<file path="src/rtl/dsp_mac_sequencer.sv">
// dsp_mac_sequencer: sequences one dot product per job onto a DSP MAC slice.
// Fetches N operand pairs, drives CLR / N x MAC / optional ACC, then hands off
// the 48-bit result on a valid/ready handshake.
//
// Ports:
//   clk, rst_n            clock, synchronous active-low reset
//   start, len            job request and MAC count (N)
//   act_base, wgt_base    operand start addresses, latched with start
//   bias                  ACC operand, latched with start
//   busy                  high from the cycle after acceptance to handshake
//   rd_en, act_addr,      shared read strobe and addresses for the two
//   wgt_addr              synchronous-read operand memories
//   act_rdata, wgt_rdata  operand data, one cycle after rd_en
//   dsp_op                00=CLR 01=MAC 10=ACC 11=NOP
//   dsp_a, dsp_b, dsp_c   DSP operand pins
//   dsp_p                 DSP accumulator output
//   res_valid, res_ready, result handshake and captured result
//   res_data
//
// Build option: define DSP_SEQ_BIAS_EN to add the BIAS state (one ACC of the
// latched bias after the last MAC). Without it dsp_c is tied to 0.

module dsp_mac_sequencer #(
   parameter int ADDR_W = 10,
   parameter int LEN_W  = 10
) (
   input  logic              clk,
   input  logic              rst_n,
   input  logic              start,
   input  logic [LEN_W-1:0]  len,
   input  logic [ADDR_W-1:0] act_base,
   input  logic [ADDR_W-1:0] wgt_base,
   input  logic [47:0]       bias,
   output logic              busy,
   output logic              rd_en,
   output logic [ADDR_W-1:0] act_addr,
   output logic [ADDR_W-1:0] wgt_addr,
   input  logic [17:0]       act_rdata,
   input  logic [17:0]       wgt_rdata,
   output logic [1:0]        dsp_op,
   output logic [17:0]       dsp_a,
   output logic [17:0]       dsp_b,
   output logic [47:0]       dsp_c,
   input  logic [47:0]       dsp_p,
   output logic              res_valid,
   input  logic              res_ready,
   output logic [47:0]       res_data
);

   localparam logic [1:0] OP_CLR = 2'b00;
   localparam logic [1:0] OP_MAC = 2'b01;
   localparam logic [1:0] OP_ACC = 2'b10;
   localparam logic [1:0] OP_NOP = 2'b11;

   typedef enum logic [2:0] {
      S_IDLE,
      S_CLEAR,
      S_RUN,
`ifdef DSP_SEQ_BIAS_EN
      S_BIAS,
`endif
      S_WAIT,
      S_DONE
   } state_t;

   // State entered once the MAC stream (possibly empty) is finished.
`ifdef DSP_SEQ_BIAS_EN
   localparam state_t S_POST = S_BIAS;
`else
   localparam state_t S_POST = S_WAIT;
`endif

   state_t state_q;
   state_t state_d;

   logic [LEN_W-1:0]  len_q;
   logic [LEN_W-1:0]  len_m1;
   logic [LEN_W-1:0]  j_q;
   logic [ADDR_W-1:0] act_base_q;
   logic [ADDR_W-1:0] wgt_base_q;
   logic [ADDR_W-1:0] off_q;
   logic [47:0]       res_q;
   logic              load;
   logic              cap;
   logic              last;

   assign len_m1 = len_q - 1'b1;
   assign last   = (j_q == len_m1);

   always_ff @(posedge clk) begin
      if (!rst_n) begin
         state_q <= S_IDLE;
      end else begin
         state_q <= state_d;
      end
   end

   always_comb begin
      state_d = state_q;
      rd_en   = 1'b0;
      dsp_op  = OP_NOP;
      load    = 1'b0;
      cap     = 1'b0;
      unique case (state_q)
         S_IDLE: begin
            if (start) begin
               load    = 1'b1;
               state_d = S_CLEAR;
            end
         end
         S_CLEAR: begin
            dsp_op = OP_CLR;
            if (len_q != '0) begin
               rd_en   = 1'b1;
               state_d = S_RUN;
            end else begin
               state_d = S_POST;
            end
         end
         S_RUN: begin
            dsp_op = OP_MAC;
            // The pair for the final MAC was already fetched last cycle.
            if (last) begin
               state_d = S_POST;
            end else begin
               rd_en = 1'b1;
            end
         end
`ifdef DSP_SEQ_BIAS_EN
         S_BIAS: begin
            dsp_op  = OP_ACC;
            state_d = S_WAIT;
         end
`endif
         S_WAIT: begin
            // The DSP registered the last MAC/ACC at the previous edge.
            cap     = 1'b1;
            state_d = S_DONE;
         end
         S_DONE: begin
            if (res_ready) begin
               state_d = S_IDLE;
            end
         end
         default: begin
            state_d = S_IDLE;
         end
      endcase
   end

   always_ff @(posedge clk) begin
      if (!rst_n) begin
         len_q      <= '0;
         j_q        <= '0;
         act_base_q <= '0;
         wgt_base_q <= '0;
         off_q      <= '0;
         res_q      <= '0;
      end else begin
         if (load) begin
            len_q      <= len;
            act_base_q <= act_base;
            wgt_base_q <= wgt_base;
            j_q        <= '0;
            off_q      <= '0;
         end else begin
            if (rd_en) begin
               off_q <= off_q + 1'b1;
            end
            if (state_q == S_RUN) begin
               j_q <= j_q + 1'b1;
            end
         end
         if (cap) begin
            res_q <= dsp_p;
         end
      end
   end

`ifdef DSP_SEQ_BIAS_EN
   logic [47:0] bias_q;

   always_ff @(posedge clk) begin
      if (!rst_n) begin
         bias_q <= '0;
      end else if (load) begin
         bias_q <= bias;
      end
   end

   assign dsp_c = bias_q;
`else
   logic unused_bias;

   assign unused_bias = ^bias;
   assign dsp_c       = '0;
`endif

   // Addresses wrap modulo 2^ADDR_W by construction.
   assign act_addr  = act_base_q + off_q;
   assign wgt_addr  = wgt_base_q + off_q;
   assign dsp_a     = act_rdata;
   assign dsp_b     = wgt_rdata;
   assign busy      = (state_q != S_IDLE);
   assign res_valid = (state_q == S_DONE);
   assign res_data  = res_q;

endmodule

</file>
<file path="config.mk">
export PLATFORM = sky130hd
export DESIGN_NAME = dsp_mac_sequencer
export DESIGN_NICKNAME = d
export VERILOG_FILES = /design/src/rtl/dsp_mac_sequencer.sv
export SDC_FILE = /design/constraint.sdc
export NUM_CORES = 1
export LEC_CHECK = 0
export CORE_AREA = 2 2 127 129
export CTS_BUF_LIST = sky130_fd_sc_hd__clkbuf_4 sky130_fd_sc_hd__clkbuf_8 sky130_fd_sc_hd__clkbuf_16
export DETAILED_ROUTE_END_ITERATION = 10
export DIE_AREA = 0 0 129 131
export HOLD_SLACK_MARGIN = 0.15
export PLACE_DENSITY = 0.77
export SYNTH_ARGS = -nofsm -noshare
export SYNTH_HDL_FRONTEND = slang
export SYNTH_SLANG_ARGS = --single-unit
</file>
<file path="constraint.sdc">
create_clock -name clk -period 5.7 [get_ports clk]
set_input_delay 1.14 -clock clk [delete_from_list [all_inputs] [get_ports clk]]
set_output_delay 1.14 -clock clk [all_outputs]
set_load 0.005 [all_outputs]
</file>
# Word level (Yosys, flattened, before mapping)
# Index checks and enable logic that the tools add are counted.
[totals]
register_bits = 101
out_inout_bits = 157
[op_classes]
addsub = 5
n_eq_ne = 8
muxes = 12
bitwise = 1
reduce_logical = 5
[ops]
columns = ["operator", "n"]
rows = [
  ["adder 10 x 1 -> 10 bit (second input constant)", 2],
  ["adder 10 bit", 2],
  ["one-hot mux 3 bit (5 select lines)", 1],
  ["== test 10 bit", 1],
  ["nonzero test 10 bit", 1],
  ["subtractor 10 x 1 -> 10 bit (second input constant)", 1],
  ["two-way mux 3 bit", 3],
  ["== test 3 x 2 -> 1 bit (second input constant)", 2],
  ["two-way mux 1 bit", 6],
  ["inequality test 2 bit (second input constant)", 2],
  ["one-hot mux 2 bit (2 select lines)", 1],
  ["== test 3 x 1 -> 1 bit (second input constant)", 1],
  ["== test 3 bit (second input constant)", 1],
  ["zero test 3 bit", 1],
  ["AND reduction 3 bit", 1],
  ["nonzero test 3 bit", 1],
  ["inequality test 2 x 1 -> 1 bit (second input constant)", 1],
  ["one-hot mux 1 bit (2 select lines)", 1],
  ["OR reduction 2 bit", 1],
  ["inverter 1 bit", 1],
]

# Logic depth before layout (Yosys ltp)
[depth]
word_depth = 4
ltp_mapped = 10
mapped_depth_nobuf = 10

# Worst setup path before layout
# Ideal clock, no wire load.
[synth_path]
path_kind = "register -> output"
startpoint = "register len_q[0]"
endpoint = "output port rd_en"
arrival_time_ps = 1916
path_slack_ps = 2644
path_stages_with_launch = 9
n_path_buf = 1
cell_sequence = "dfxtp_1 -> inv_1 -> ha_1 -> nor3b_1 -> and3_1 -> o22ai_1 -> o31ai_4 -> nand3_2 -> buf_6"
[synth_between]
elab_chain_len = 4
word_cells_on_any_way = 6
classes_between = "add/sub (1); eq/ne (1); mux (3); reduce/logical (1)"
[synth_lines]
columns = ["element", "line_no", "source"]
rows = [
  ["start: declaration", "76", "logic [LEN_W-1:0] len_q;"],
  ["start signal: assignment", "161", "len_q <= len;"],
  ["subtractor 10 x 1 -> 10 bit", "87", "assign len_m1 = len_q - 1'b1;"],
  ["== test 10 bit", "88", "assign last = (j_q == len_m1);"],
  ["two-way mux 1 bit", "123", "if (last) begin"],
  ["one-hot mux 1 bit (2 select lines) (*)", "104", "unique case (state_q)"],
  ["end: declaration", "35", "output logic rd_en,"],
]
# Every way passes the cells marked *; elsewhere a longest branch is shown, timed or not.

# Worst setup path in the final report
# Ends and elaborated chain as after synthesis.

==> report_table.html <==
<table>
<tr><th>Metric</th><th>Value</th></tr>
<tr><th colspan="2">Placed design</th></tr>
<tr><td>Total placed cells including tap cells</td><td>996</td></tr>
<tr><td>Port Buffer Count</td><td>154</td></tr>
<tr><td>Worst-case setup slack after placement</td><td>1.73 ns</td></tr>
<tr><td>Placer Congestion</td><td>0.809</td></tr>
<tr><td>Standard cell area after detailed placement</td><td>6910 µm²</td></tr>
<tr><td>Post-detailed-placement half-perimeter wirelength</td><td>9710 µm</td></tr>
<tr><th colspan="2">Power and ir drop</th></tr>
<tr><td>Leakage power summed over all cells</td><td>2.78 nW</td></tr>
<tr><td>Clock network fraction of design power</td><td>0.256</td></tr>
<tr><td>Comb power frac</td><td>0.357</td></tr>
<tr><td>Power density over the cells</td><td>312 nW/µm²</td></tr>
<tr><td>Net switching share of the total power</td><td>0.338</td></tr>
<tr><td>Worst VDD drop</td><td>0.161 mV</td></tr>
<tr><td>Net switching power of the design</td><td>0.757 mW</td></tr>
<tr><td>Sequential share of power</td><td>0.387</td></tr>
<tr><td>Int Pwr</td><td>1.49 mW</td></tr>
<tr><th colspan="2">Worst hold path</th></tr>
<tr><td>Min-Delay Path Class</td><td>reg -&gt; reg</td></tr>
<tr><th colspan="2">CTS</th></tr>
<tr><td>Clock transition time at the flip-flop clock pins of the worst setup and hold paths</td><td>0.06 ns</td></tr>
<tr><td>Cell at the root of the clock tree</td><td>sky130_fd_sc_hd__clkbuf_16</td></tr>
<tr><td>Source-to-sink clock delay at the later pin of the worst-skew pair</td><td>0.35 ns</td></tr>
<tr><td>Clock tree from TritonCTS</td><td>built</td></tr>
<tr><td>Number of H-tree levels</td><td>3</td></tr>
<tr><td>Hold-fix buffers, CTS</td><td>0</td></tr>
<tr><td># clock sinks</td><td>101</td></tr>
<tr><td>Count of instances resized after the clock tree is built</td><td>0</td></tr>
<tr><td>Post-CTS Repair Setup Buffers</td><td>0</td></tr>
<tr><td>Cts bufs inserted</td><td>9</td></tr>
<tr><td>Maximum buffer depth of the clock tree</td><td>2</td></tr>
<tr><th colspan="2">Global route</th></tr>
<tr><td>Pin count of the biggest net entering global routing</td><td>61</td></tr>
<tr><td>Vias in the first global route</td><td>4260</td></tr>
<tr><td>Global-route wire length before repair</td><td>20400 µm</td></tr>
<tr><td>Overflow left after global routing</td><td>0</td></tr>
<tr><td>Antenna violations before repair</td><td>1</td></tr>
<tr><td>Global-route total usage across every layer</td><td>0.152</td></tr>
<tr><th colspan="2">Layout</th></tr>
<tr><td>Final-stage net count</td><td>980</td></tr>
<tr><td>Fraction of final layout cells with drive strength greater than 1</td><td>0.0340</td></tr>
<tr><td>Number of standard cells in the layout, taps in and fillers out</td><td>1011</td></tr>
<tr><td>P&amp;R area growth vs syn</td><td>26.5%</td></tr>
<tr><td>Area of all placed cells without fillers</td><td>7190 µm²</td></tr>
<tr><td>Antenna diode count</td><td>0</td></tr>
<tr><th colspan="2">Detailed routing</th></tr>
<tr><td>Number of nets still failing antenna checks after routing</td><td>0</td></tr>
<tr><td>DR WL/cell</td><td>13.0 µm</td></tr>
<tr><td>Detail-routed via count per cell</td><td>4.58</td></tr>
<tr><td>Via Count</td><td>4630</td></tr>
<tr><td>Total iterations of the first detailed-routing run</td><td>5</td></tr>
<tr><td>Final wirelength</td><td>13200 µm</td></tr>
<tr><td>DRC marker count from the first detailed-route iteration</td><td>143</td></tr>
<tr><td>Final routed DRC violation total</td><td>0</td></tr>
<tr><th colspan="2">Worst setup path</th></tr>
<tr><td>Startpoint Class</td><td>flop</td></tr>
<tr><td>Kind of critical path</td><td>reg -&gt; out</td></tr>
<tr><td>Highest net fanout along the worst path</td><td>11</td></tr>
<tr><td>Worst path arrival time</td><td>3.20 ns</td></tr>
<tr><td>Highest cell delay on the worst timing path</td><td>0.66 ns</td></tr>
<tr><td>Endpoint required time on the critical path</td><td>4.56 ns</td></tr>
<tr><td>CP endpoint kind</td><td>output pin</td></tr>
<tr><td>Worst-path cell chain</td><td>inv_1 &gt; ha_1 &gt; nor3b_1 &gt; and3_1 &gt; o22ai_1 &gt; o31ai_4 &gt; nand3_2 &gt; clkdlybuf4s50_1</td></tr>
<tr><td>Worst-path cell with the longest stage delay</td><td>sky130_fd_sc_hd__nor3b_1</td></tr>
<tr><th colspan="2">STA</th></tr>
<tr><td>Minimum clock period</td><td>4.34 ns</td></tr>
<tr><td>Final Max Slew Viols</td><td>0</td></tr>
<tr><td>RSZ-0062 raised after global routing</td><td>no</td></tr>
<tr><td>Number of setup violations in the final report</td><td>0</td></tr>
<tr><td>Transition time at the pin with the least slew margin</td><td>1.17 ns</td></tr>
<tr><td>Relative slew slack</td><td>0.217</td></tr>
<tr><td>Setup TNS</td><td>0 ns</td></tr>
<tr><td>Fin worst setup slack</td><td>1.36 ns</td></tr>
<tr><td>Highest attainable clock frequency</td><td>0.230 GHz</td></tr>
<tr><td>Post-route clock period utilization</td><td>0.761</td></tr>
<tr><td>Final Hold Viols</td><td>0</td></tr>
<tr><td>Final Skew</td><td>0.00577 ns</td></tr>
<tr><th colspan="2">Yosys</th></tr>
<tr><td>Area of the mapped netlist</td><td>5680 µm²</td></tr>
<tr><td>Share of the synthesized area in the top cell type</td><td>0.356</td></tr>
<tr><td>Register bit total from synthesis</td><td>101</td></tr>
<tr><td>Number of cells produced by synthesis</td><td>694</td></tr>
<tr><td>Cell type with the highest aggregate area in the netlist</td><td>sky130_fd_sc_hd__dfxtp_1</td></tr>
<tr><td>Number of enable flip-flop cells after synthesis</td><td>0</td></tr>
<tr><td>Synth area leaders</td><td>sky130_fd_sc_hd__dfxtp_1 (36%), sky130_fd_sc_hd__nand2_1 (11%), sky130_fd_sc_hd__buf_4 (11%)</td></tr>
<tr><td>Primary FF master, synth</td><td>sky130_fd_sc_hd__dfxtp_1</td></tr>
<tr><td>Netlist cell types</td><td>52</td></tr>
<tr><td>Post-synthesis area per instance</td><td>8.18 µm²</td></tr>
<tr><td>Register area share after synthesis</td><td>0.356</td></tr>
<tr><td>Share of flip-flops with an asynchronous set or reset after synthesis</td><td>0</td></tr>
<tr><td>Synth warn</td><td>0</td></tr>
<tr><th colspan="2">Floorplan</th></tr>
<tr><td>Die Outline Area</td><td>16900 µm²</td></tr>
<tr><td>Std-Cell Rows</td><td>46</td></tr>
<tr><td># IOs</td><td>323</td></tr>
<tr><td>Effective utilization at floorplan</td><td>0.364</td></tr>
<tr><td>Height of the die</td><td>131 µm</td></tr>
<tr><td>Die outline width</td><td>129 µm</td></tr>
<tr><td>Core area</td><td>15600 µm²</td></tr>
<tr><th colspan="2">Run</th></tr>
<tr><td>Total of max-cap violations</td><td>0</td></tr>
<tr><th colspan="2">Outcome</th></tr>
<tr><td>Status</td><td>completed</td></tr>
</table>
[per-layer routing]
layer,track usage,part of all wire,vias up
met4,0.0620,0.019,2
li1,-,-,2356
met1,0.180,0.43,2080
met5,0,0.00099,-
met2,0.244,0.45,168
met3,0.0672,0.10,24
[registers in the layout, summed over array words and instances, names as in the netlist]
name        flops
state_q         3
len_q          10
res_data       48
off_q          10
j_q            10
wgt_base_q     10
act_base_q     10
[power groups by stage]
stage                     combinational, mW  sequential [mW]  clock, mW
after global routing                  0.890            0.880      0.622
after floorplan                       0.547            0.858          0
after detailed placement              0.808            0.884          0
after CTS                             0.813            0.868      0.594
after global placement                0.793            0.879          0
final                                 0.802            0.867      0.574
[through the flow]
step / util / power, mW / hold WS (ns)
after floorplan: - / 1.40 / 0.448
after global placement: 0.443 / 1.67 / 0.449
after detailed placement: 0.443 / 1.69 / 0.456
after CTS: 0.461 / 2.27 / 0.465
after global routing: 0.461 / 2.39 / 0.483
final: 0.461 / 2.24 / 0.461
[worst paths after layout]
check	start	endpoint	slack [ns]	cells past startpoint
max	len_q[0]	rd_en	1.36	8
min	res_data[23]	res_data[23]	0.46	2
max reg2reg	len_q[0]	off_q[7]	2.91	9
min reg2reg	res_data[23]	res_data[23]	0.46	2
[cells by family after synthesis]
group,after synthesis,share of synthesized area
AO/OA/AOI/OAI,130,0.167
XOR/XNOR,40,0.0617
adder cells (fa/ha/maj),23,0.0533
buffers and inverters,139,0.150
flip-flops,101,0.356
multiplexers,4,0.00705
other,1,0.000660
AND/OR/NAND/NOR,256,0.204
[worst max-delay path: cells and delay by family, from the launching register on]
kind	cells	cell delay, ns
AO/OA/AOI/OAI	2	0.47
adder cells (fa/ha/maj)	1	0.17
buffers and inverters	2	0.63
flip-flops	1	0.35
AND/OR/NAND/NOR	3	1.23
[cells in the mapped netlist (4+ instances only)]
library cell               number
sky130_fd_sc_hd__a21boi_0      78
sky130_fd_sc_hd__nor2b_1        5
sky130_fd_sc_hd__and3_1         4
sky130_fd_sc_hd__nor3_1         5
sky130_fd_sc_hd__nand4_1        6
sky130_fd_sc_hd__dfxtp_1      101
sky130_fd_sc_hd__buf_4         84
sky130_fd_sc_hd__or4_1          4
sky130_fd_sc_hd__a21oi_1       17
sky130_fd_sc_hd__xnor2_1       21
sky130_fd_sc_hd__nand2b_1       4
sky130_fd_sc_hd__and2_1         6
sky130_fd_sc_hd__a21o_1         5
sky130_fd_sc_hd__o21ai_0        7
sky130_fd_sc_hd__xor2_1        19
sky130_fd_sc_hd__nor3b_1        4
sky130_fd_sc_hd__nor2_1        22
sky130_fd_sc_hd__nand2_1      173
sky130_fd_sc_hd__nand3_1        7
sky130_fd_sc_hd__ha_1          21
sky130_fd_sc_hd__o21bai_1       4
sky130_fd_sc_hd__inv_1         20
sky130_fd_sc_hd__clkbuf_1      29
sky130_fd_sc_hd__mux2i_1        4
[placed cells by master, fill, tap and decap left out, types with 6 or more instances in the layout]
cell type	Yosys	layout
sky130_fd_sc_hd__nand3_1	7	7
sky130_fd_sc_hd__nand4_1	6	6
sky130_fd_sc_hd__clkbuf_16	0	9
sky130_fd_sc_hd__clkdlybuf4s50_1	0	153
sky130_fd_sc_hd__inv_1	20	20
sky130_fd_sc_hd__nor2_1	22	22
sky130_fd_sc_hd__a21oi_1	17	17
sky130_fd_sc_hd__ha_1	21	21
sky130_fd_sc_hd__dfxtp_1	101	101
sky130_fd_sc_hd__o21ai_0	7	7
sky130_fd_sc_hd__xnor2_1	21	21
sky130_fd_sc_hd__conb_1	1	48
sky130_fd_sc_hd__xor2_1	19	19
sky130_fd_sc_hd__nand2_1	173	173
sky130_fd_sc_hd__a21boi_0	78	78
sky130_fd_sc_hd__and2_1	6	6
[final cells by class]
class,count,area (µm²)
fillers,1498,8410
multi-input cells,501,2980
flip-flops and latches,101,2020
repair buffers,158,1570
well taps,216,270
clock buffers,11,246
inverters,20,75.1
clock inverters,4,25.0
No activity file was read; power rests on OpenSTA's default activity.
